## config.mk

```make
export PLATFORM = sky130hd
export DESIGN_NAME = aline_ram_writer_flat
export DESIGN_NICKNAME = d
export VERILOG_FILES = /design/src/rtl/aline_ram_writer_if.sv /design/src/rtl/aline_ram_writer.sv /design/src/flat_wrapper.sv
export SDC_FILE = /design/constraint.sdc
export NUM_CORES = 1
export LEC_CHECK = 0
export BUFFER_PORTS_ARGS = -buffer_cell sky130_fd_sc_hd__buf_4
export CAP_MARGIN = 25
export CORE_MARGIN = 2
export CORE_UTILIZATION = 53
export DETAILED_ROUTE_END_ITERATION = 10
export PLACE_DENSITY = 0.82
export SLEW_MARGIN = 20
export SYNTH_ARGS = -nofsm -noshare
export SYNTH_HDL_FRONTEND = slang
export SYNTH_SLANG_ARGS = --single-unit
```

## constraint.sdc

```tcl
create_clock -name clk -period 2.7 [get_ports clk]
set_input_delay 0.54 -clock clk [delete_from_list [all_inputs] [get_ports clk]]
set_output_delay 0.54 -clock clk [all_outputs]
set_load 0.05 [all_outputs]
```

## src/rtl/aline_ram_writer_if.sv

```systemverilog
// Avalon-MM write bus from the A-line writer to the single-port 32-bit sample RAM.
interface aline_ram_writer_if #(
  parameter int ADDR_W = 15
);
  logic [ADDR_W-1:0] address;
  logic [3:0]        byteenable;
  logic              chipselect;
  logic              write;
  logic [31:0]       writedata;
  logic              clken;

  modport master (output address, byteenable, chipselect, write, writedata, clken);
  modport slave  (input  address, byteenable, chipselect, write, writedata, clken);
endinterface

```

## src/rtl/aline_ram_writer.sv

```systemverilog
// Captures one A-line of ADC samples per sweep trigger, packs sample pairs into
// 32-bit words and writes them into a ring of line slots in the sample RAM.
module aline_ram_writer #(
  parameter int ADDR_W     = 15,
  parameter int SAMPLE_W   = 16,
  parameter int LINE_WORDS = 1024,
  parameter int NUM_LINES  = 16,
  parameter int BASE_ADDR  = 0,
  localparam int SLOT_W    = (NUM_LINES > 1) ? $clog2(NUM_LINES) : 1,
  localparam int WORD_W    = $clog2(LINE_WORDS)
) (
  input  logic                clk,
  input  logic                reset_n,
  input  logic                arm,
  input  logic                disarm,
  input  logic                sweep_trig,
  input  logic                sample_valid,
  input  logic [SAMPLE_W-1:0] sample_data,
  aline_ram_writer_if.master  bus,
  output logic                busy,
  output logic                line_done,
  output logic [SLOT_W-1:0]   line_index,
  output logic                overrun
);

  typedef enum logic [1:0] {IDLE, WAIT_TRIG, CAPTURE} state_t;

  state_t              state;
  state_t              state_nxt;
  logic [SLOT_W-1:0]   slot;
  logic [WORD_W-1:0]   word_cnt;
  logic                half;
  logic [SAMPLE_W-1:0] hold;
  logic                start_line;
  logic                last_write;
  logic                take_sample;
  logic                take_odd;
  logic [ADDR_W-1:0]   wr_addr;

  always_ff @(posedge clk or negedge reset_n) begin
    if (!reset_n) state <= IDLE;
    else          state <= state_nxt;
  end

  always_comb begin
    state_nxt   = state;
    start_line  = (state == WAIT_TRIG) && sweep_trig && !disarm;
    last_write  = bus.write && (word_cnt == WORD_W'(LINE_WORDS - 1));
    // The sample arriving during the final write belongs to no line and is dropped.
    take_sample = sample_valid && !disarm &&
                  (start_line || ((state == CAPTURE) && !last_write));
    take_odd    = take_sample && half && (state == CAPTURE);
    busy        = (state != IDLE);
    unique case (state)
      IDLE:      if (arm)        state_nxt = WAIT_TRIG;
      WAIT_TRIG: if (sweep_trig) state_nxt = CAPTURE;
      CAPTURE:   if (last_write) state_nxt = WAIT_TRIG;
      default:                   state_nxt = IDLE;
    endcase
    if (disarm) state_nxt = IDLE;
  end

  assign wr_addr = ADDR_W'(BASE_ADDR) + ADDR_W'(slot) * ADDR_W'(LINE_WORDS) + ADDR_W'(word_cnt);

  always_ff @(posedge clk or negedge reset_n) begin
    if (!reset_n) begin
      bus.address    <= '0;
      bus.byteenable <= '0;
      bus.chipselect <= 1'b0;
      bus.write      <= 1'b0;
      bus.writedata  <= '0;
      bus.clken      <= 1'b0;
      line_done      <= 1'b0;
      line_index     <= '0;
      overrun        <= 1'b0;
      slot           <= '0;
      word_cnt       <= '0;
      half           <= 1'b0;
      hold           <= '0;
    end else begin
      bus.clken      <= 1'b1;
      bus.write      <= take_odd;
      bus.chipselect <= take_odd;
      bus.byteenable <= take_odd ? 4'hF : 4'h0;
      line_done      <= 1'b0;
      overrun        <= (state == CAPTURE) && sweep_trig;
      if (take_odd) begin
        bus.address   <= wr_addr;
        bus.writedata <= {sample_data, hold};
      end
      if (take_sample && !take_odd) hold <= sample_data;
      // word_cnt advances after each write, so it always names the word being written.
      if (disarm) begin
        word_cnt <= '0;
        half     <= 1'b0;
      end else if (start_line) begin
        word_cnt <= '0;
        half     <= sample_valid;
      end else if (last_write) begin
        line_done  <= 1'b1;
        line_index <= slot;
        slot       <= (slot == SLOT_W'(NUM_LINES - 1)) ? '0 : slot + 1'b1;
        word_cnt   <= '0;
        half       <= 1'b0;
      end else begin
        if (take_sample) half     <= ~half;
        if (bus.write)   word_cnt <= word_cnt + 1'b1;
      end
    end
  end

endmodule

```

## src/flat_wrapper.sv

```systemverilog
// flat-port wrapper written by rule: the top's interface ports become plain ports
module aline_ram_writer_flat 
#(
  parameter int ADDR_W     = 15,
  parameter int SAMPLE_W   = 16,
  parameter int LINE_WORDS = 1024,
  parameter int NUM_LINES  = 16,
  parameter int BASE_ADDR  = 0,
  localparam int SLOT_W    = (NUM_LINES > 1) ? $clog2(NUM_LINES) : 1,
  localparam int WORD_W    = $clog2(LINE_WORDS)
)
  (clk, reset_n, arm, disarm, sweep_trig, sample_valid, sample_data, busy, line_done, line_index, overrun, bus_address, bus_byteenable, bus_chipselect, bus_write, bus_writedata, bus_clken);
  aline_ram_writer_if #(.ADDR_W(ADDR_W)) bus_i ();
  input  logic clk;
  input  logic reset_n;
  input  logic arm;
  input  logic disarm;
  input  logic sweep_trig;
  input  logic sample_valid;
  input  logic [SAMPLE_W-1:0] sample_data;
  output logic busy;
  output logic line_done;
  output logic [SLOT_W-1:0] line_index;
  output logic overrun;
  output wire logic [$bits(bus_i.address)-1:0] bus_address;
  output wire logic [$bits(bus_i.byteenable)-1:0] bus_byteenable;
  output wire logic [$bits(bus_i.chipselect)-1:0] bus_chipselect;
  output wire logic [$bits(bus_i.write)-1:0] bus_write;
  output wire logic [$bits(bus_i.writedata)-1:0] bus_writedata;
  output wire logic [$bits(bus_i.clken)-1:0] bus_clken;
  assign bus_address = bus_i.address;
  assign bus_byteenable = bus_i.byteenable;
  assign bus_chipselect = bus_i.chipselect;
  assign bus_write = bus_i.write;
  assign bus_writedata = bus_i.writedata;
  assign bus_clken = bus_i.clken;
  aline_ram_writer #(.ADDR_W(ADDR_W), .SAMPLE_W(SAMPLE_W), .LINE_WORDS(LINE_WORDS), .NUM_LINES(NUM_LINES), .BASE_ADDR(BASE_ADDR)) u_core (.clk(clk), .reset_n(reset_n), .arm(arm), .disarm(disarm), .sweep_trig(sweep_trig), .sample_valid(sample_valid), .sample_data(sample_data), .bus(bus_i), .busy(busy), .line_done(line_done), .line_index(line_index), .overrun(overrun));
endmodule
```

# == Yosys cells after proc, flatten, opt, wreduce, memory -nomap -nowiden ==
# Index checks and enable logic that the tools add are counted.
# word_totals
out_inout_bits,61
reg_bits,92
elab_cells,64
in_bits,22
# op_classes
addsub,3
eq_ne,7
n_bitwise,3
reduce_logical,20
mux,18
# ops
operator,n
$mux W10,4
$add A14 B10 Y15,1
$add A10 B1 Y10 const B,1
$eq A10 B10 Y1 const B,1
$logic_and A1 B1 Y1,10
$mux W2,4
$mux W4,2
$reduce_bool A4 Y1,2
$mux W1,7
$ne A3 B3 Y1 const B,2
$pmux W2 S3,1
$reduce_and A3 Y1,2
$add A4 B1 Y4 const B,1
$eq A4 B4 Y1 const B,1
$logic_not A1 Y1,3
$ne A3 B2 Y1 const B,1
$not A1 Y1,3
$eq A2 B1 Y1 const B,1
$eq A2 B2 Y1 const B,1
$logic_not A2 Y1,1
$reduce_bool A2 Y1,1
$logic_or A1 B1 Y1,1

# == Depth between registers and ports, before layout ==
# logic_depth
depth_word,10
mapped_depth,7
ltp_nobuf,6

# == Least setup slack after synthesis ==
# No wires, ideal clock.
# synth_path
path_kind,flip-flop to flip-flop
from,"reg, netlist name u_core.bus.byteenable[2]"
to,reg u_core.bus.address[0]
setup_slack_ns,0.557
path_stages_with_launch,7
required_ns,2.575
arrival_ns,2.018
path_buffers,2
period_less_slack_ns,2.143
path_cell_list,dfrtp_1 nand3_2 nor3_2 or4b_4 buf_6 buf_6 mux2_4
# synth_lines
item,line_no,text
to (signal assigned),aline_ram_writer.sv:88,bus.address <= wr_addr;
to (decl),aline_ram_writer_if.sv:12,"modport master (output address, byteenable, chipselect, write, writedata, clken);"

# == Final worst setup path ==
# layout_path
from,reg u_core.word_cnt[0]
to,reg u_core.bus.writedata[29]
# layout_via
elab_chain_cells,8
# layout_lines
item,line_no,text
from (decl),aline_ram_writer.sv:31,logic [WORD_W-1:0] word_cnt;
from (signal assigned),aline_ram_writer.sv:107,if (bus.write) word_cnt <= word_cnt + 1'b1;
$eq A10 B10 Y1,aline_ram_writer.sv:48,last_write = bus.write && (word_cnt == WORD_W'(LINE_WORDS - 1));
$logic_and A1 B1 Y1,aline_ram_writer.sv:48,
$logic_not A1 Y1,aline_ram_writer.sv:51,(start_line || ((state == CAPTURE) && !last_write));
$logic_and A1 B1 Y1,aline_ram_writer.sv:51,
$logic_or A1 B1 Y1,aline_ram_writer.sv:51,
$logic_and A1 B1 Y1,aline_ram_writer.sv:50,take_sample = sample_valid && !disarm &&
$logic_and A1 B1 Y1 (2 in a row),aline_ram_writer.sv:52,take_odd = take_sample && half && (state == CAPTURE);
to (signal assigned),aline_ram_writer.sv:89,"bus.writedata <= {sample_data, hold};"
to (decl),aline_ram_writer_if.sv:12,
# No other way between the ends.
# A chain may end at the register's enable or synchronous reset.

==> impl_results.md <==
* Port bufs at 81
* TritonCTS clock tree: done
* Storage cell area at ~2200 sq um
* Slew Limit Fails at 0
* Wirelength per Cell at 15.9 microns
* Met1 WL at 2930 microns
* Worst EP arrival at 2600 ps
* First-pass GRT wire length at 10800 microns
* Ys flop type: dfrtp_1
* Gr usage total at 18.9%
* Register area share after synthesis at 59.3%
* CTS max path bufs at 2
* First drt pass iteration count at 5
* Clk_lat worst skew at ~350 ps
* Initial Util at between 50% and 60%
* FP Rows at 30
* Worst Skew at approximately 6.0 ps
* VDD IR max at 0.488 mV
* Crit path required time at 2940 ps
* Initial antenna violation count at 0
* Routed wl met2 at ~3300 microns
* Synth area leaders: dfrtp_1 59%, mux2_2 12%, mux2_4 12%, xnor2_1 1.7%, buf_4 1.2%
* R2R depth at 5
* Most numerous cell in the Yosys netlist: dfrtp_1
* CTS Buf Count at 9
* Routed Antenna Nets at 0
* Sum Neg Setup Slack at 0 ps
* Type of the most critical hold path: in2async
* Vias at between 2000 and 2500
* Mapped Avg Cell Area at ~15 sq um
* RSZ-0062 raised after global routing: no
* Post-route minimum period at between 2000 and 2500 ps
* Largest net degree at the start of global routing at 48
* Final wirelength at 6630 microns
* Slew @ Worst Pin at 972 ps
* Max_slew headroom at 35.2%
* Fill count at 500
* Syn nets at 274
* Worst setup EP type: flip-flop
* Met3 WL post-DR at 268 microns
* I/O pin cnt at 83
* Total power at 2.88 mW
* Gpl congestion at ~0.77
* Synth area leader: dfrtp_1
* Placed Cells incl. Taps at 400
* Filler-free cell count of the finished design at 416
* Synth Cell Area at roughly 3700 sq um
* Fmax at approximately 420 MHz
* Syn. warnings at 0
* Top Metal Used: met4
* Commonest cells in the netlist: 87 x dfrtp_1, 39 x mux2_2, 29 x mux2_4, 8 x nand3_1, 8 x nor2_1
* Iteration-0 DRC Markers at 81
* Final nets at 355
* Post-synthesis cell type count at 38
* Clock transition at path regs at ~80 ps
* Maxcap violations at 0
* Diode count at 0
* Area delta synth->final at 23.7%
* Status: completed
* Htree depth at 3
* Asr flop ratio synth at 100%
* Layout cells sized above 1 at a little over half
* Final Cycle Share at 87.5%
* DIE AREA at 7600 sq um
* Chip Width at about 87 microns
* # resized after CTS at 0
* Number of synthesized flops with an enable pin at 0
* Overflow after GRT at 0
* Multi-input gate area at 1360 sq um
* Vias in the first global route at approximately 2200
* Setup bufs post-CTS at 0
* P per Cell Area at 636 nW/um^2
* Seq cells post-synth at a little under 90
* DR vias/cell at approximately 5.2
* Core area at 6760 sq um
* Cells after synthesis at 250
* DP HPWL at about 4600 microns
* WS Path Type: reg2reg
* CTS sink cnt at 87
* Vert. Die Dim at 87.2 microns
* CTS root buffer: clkbuf_8
* Crit path max fanout at 47
* Post-route DRC at 0
* Setup Viol. Count Final at 0
* Fin. Hold Viols at 0
* LEAKAGE at 2.36 nW
* Crit start category: flip-flop
* # hold bufs at CTS at 0
* Share of the synthesized area in the top cell type at 59.3%
==> per-layer routing <==
layer | GRT usage, % | vias to the layer above
li1 | - | 1037
met1 | 23.7 | 1071
met2 | 30.8 | 55
met3 | 5.69 | 13
met4 | 7.83 | 0
met5 | 0 | -
==> cell usage in the layout (no fill, tap or decap), drive strengths merged <==
cell / count
a21oi: 7
a31o: 1
clkinvlp: 2
clkbuf: 11
conb: 2
nand3b: 2
or3: 1
a31oi: 1
mux2: 68
xor2: 1
o21a: 2
or2: 1
nand2b: 2
nand4: 3
nand2: 6
o21ai: 2
a211oi: 3
o41ai: 2
xnor2: 7
nand3: 10
nor2: 8
o31ai: 1
buf: 85
o32ai: 1
inv: 5
and2: 1
nor2b: 3
or4b: 1
a2111oi: 1
ha: 2
clkinv: 1
bufinv: 2
nor3: 3
a211o: 1
dfrtp: 87
==> stage by stage <==
step | worst slack [ps] | instance area, sq um | utilization (%) | hold WS, ps
2_1_floorplan | 557 | 3670 | - | 244
3_3_place_gp | 411 | 4310 | 63.7 | 486
3_5_place_dp | 366 | 4310 | 63.7 | 492
4_1_cts | 355 | 4540 | 67.2 | 112
5_1_grt | 216 | 4540 | 67.2 | 137
6_report | 337 | 4540 | 67.2 | 114
==> cells by family (layout without fill, tap and decap cells) <==
group | after synthesis | count (layout) | share of synthesized area, %
AOI/OAI and AO/OA | 22 | 22 | 4.16
xor gates and xnor gates | 8 | 8 | 1.91
adders and majority gates | 2 | 2 | 0.682
buffers and inverters | 20 | 106 | 3.58
DFF | 87 | 87 | 59.3
muxes | 68 | 68 | 23.8
other | 2 | 2 | 0.205
and+or+nand+nor | 41 | 41 | 6.28
==> sequential cells by signal, indices dropped and copies added (netlist names), 2 cells and up <==
signal                count
u_core.word_cnt          10
u_core.state              2
u_core.slot               4
u_core.line_index         4
u_core.bus.writedata     32
u_core.bus.address       14
u_core.hold              16
==> report_power, final <==
part / internal [mW] / switching (mW) / total, mW
logic: 0.170 / 0.209 / 0.379
registers: 1.42 / 0.0645 / 1.49
clock network: 0.570 / 0.448 / 1.02
total: 2.16 / 0.721 / 2.88
==> final cells by class <==
class	count	area share, %
flip-flops and latches	87	48.0
multi-input cells	143	30.0
repair buffers	85	14.3
clock buffers	11	3.34
well taps	80	2.21
clock inverters	5	1.76
inverters	5	0.414
==> critical path, stage by stage, from the launching register on <==
cell     delay, ps
dfrtp_1        440
ha_1           280
nand3_2        130
nor3_2          70
or4b_4         860
mux2_4         420
==> final timing paths <==
check	startpoint	endpoint	slack (ps)
max in group asynchronous	reset_n	u_core.hold[14]	2000
min in group clk	disarm	u_core.state[1]	410
min reg2reg	u_core.hold[2]	u_core.bus.writedata[2]	510
max reg2reg	u_core.word_cnt[0]	u_core.bus.writedata[29]	340
min	reset_n	u_core.bus.writedata[19]	110
max	u_core.word_cnt[0]	u_core.bus.writedata[29]	340
Power figures use the tool's default switching activity.
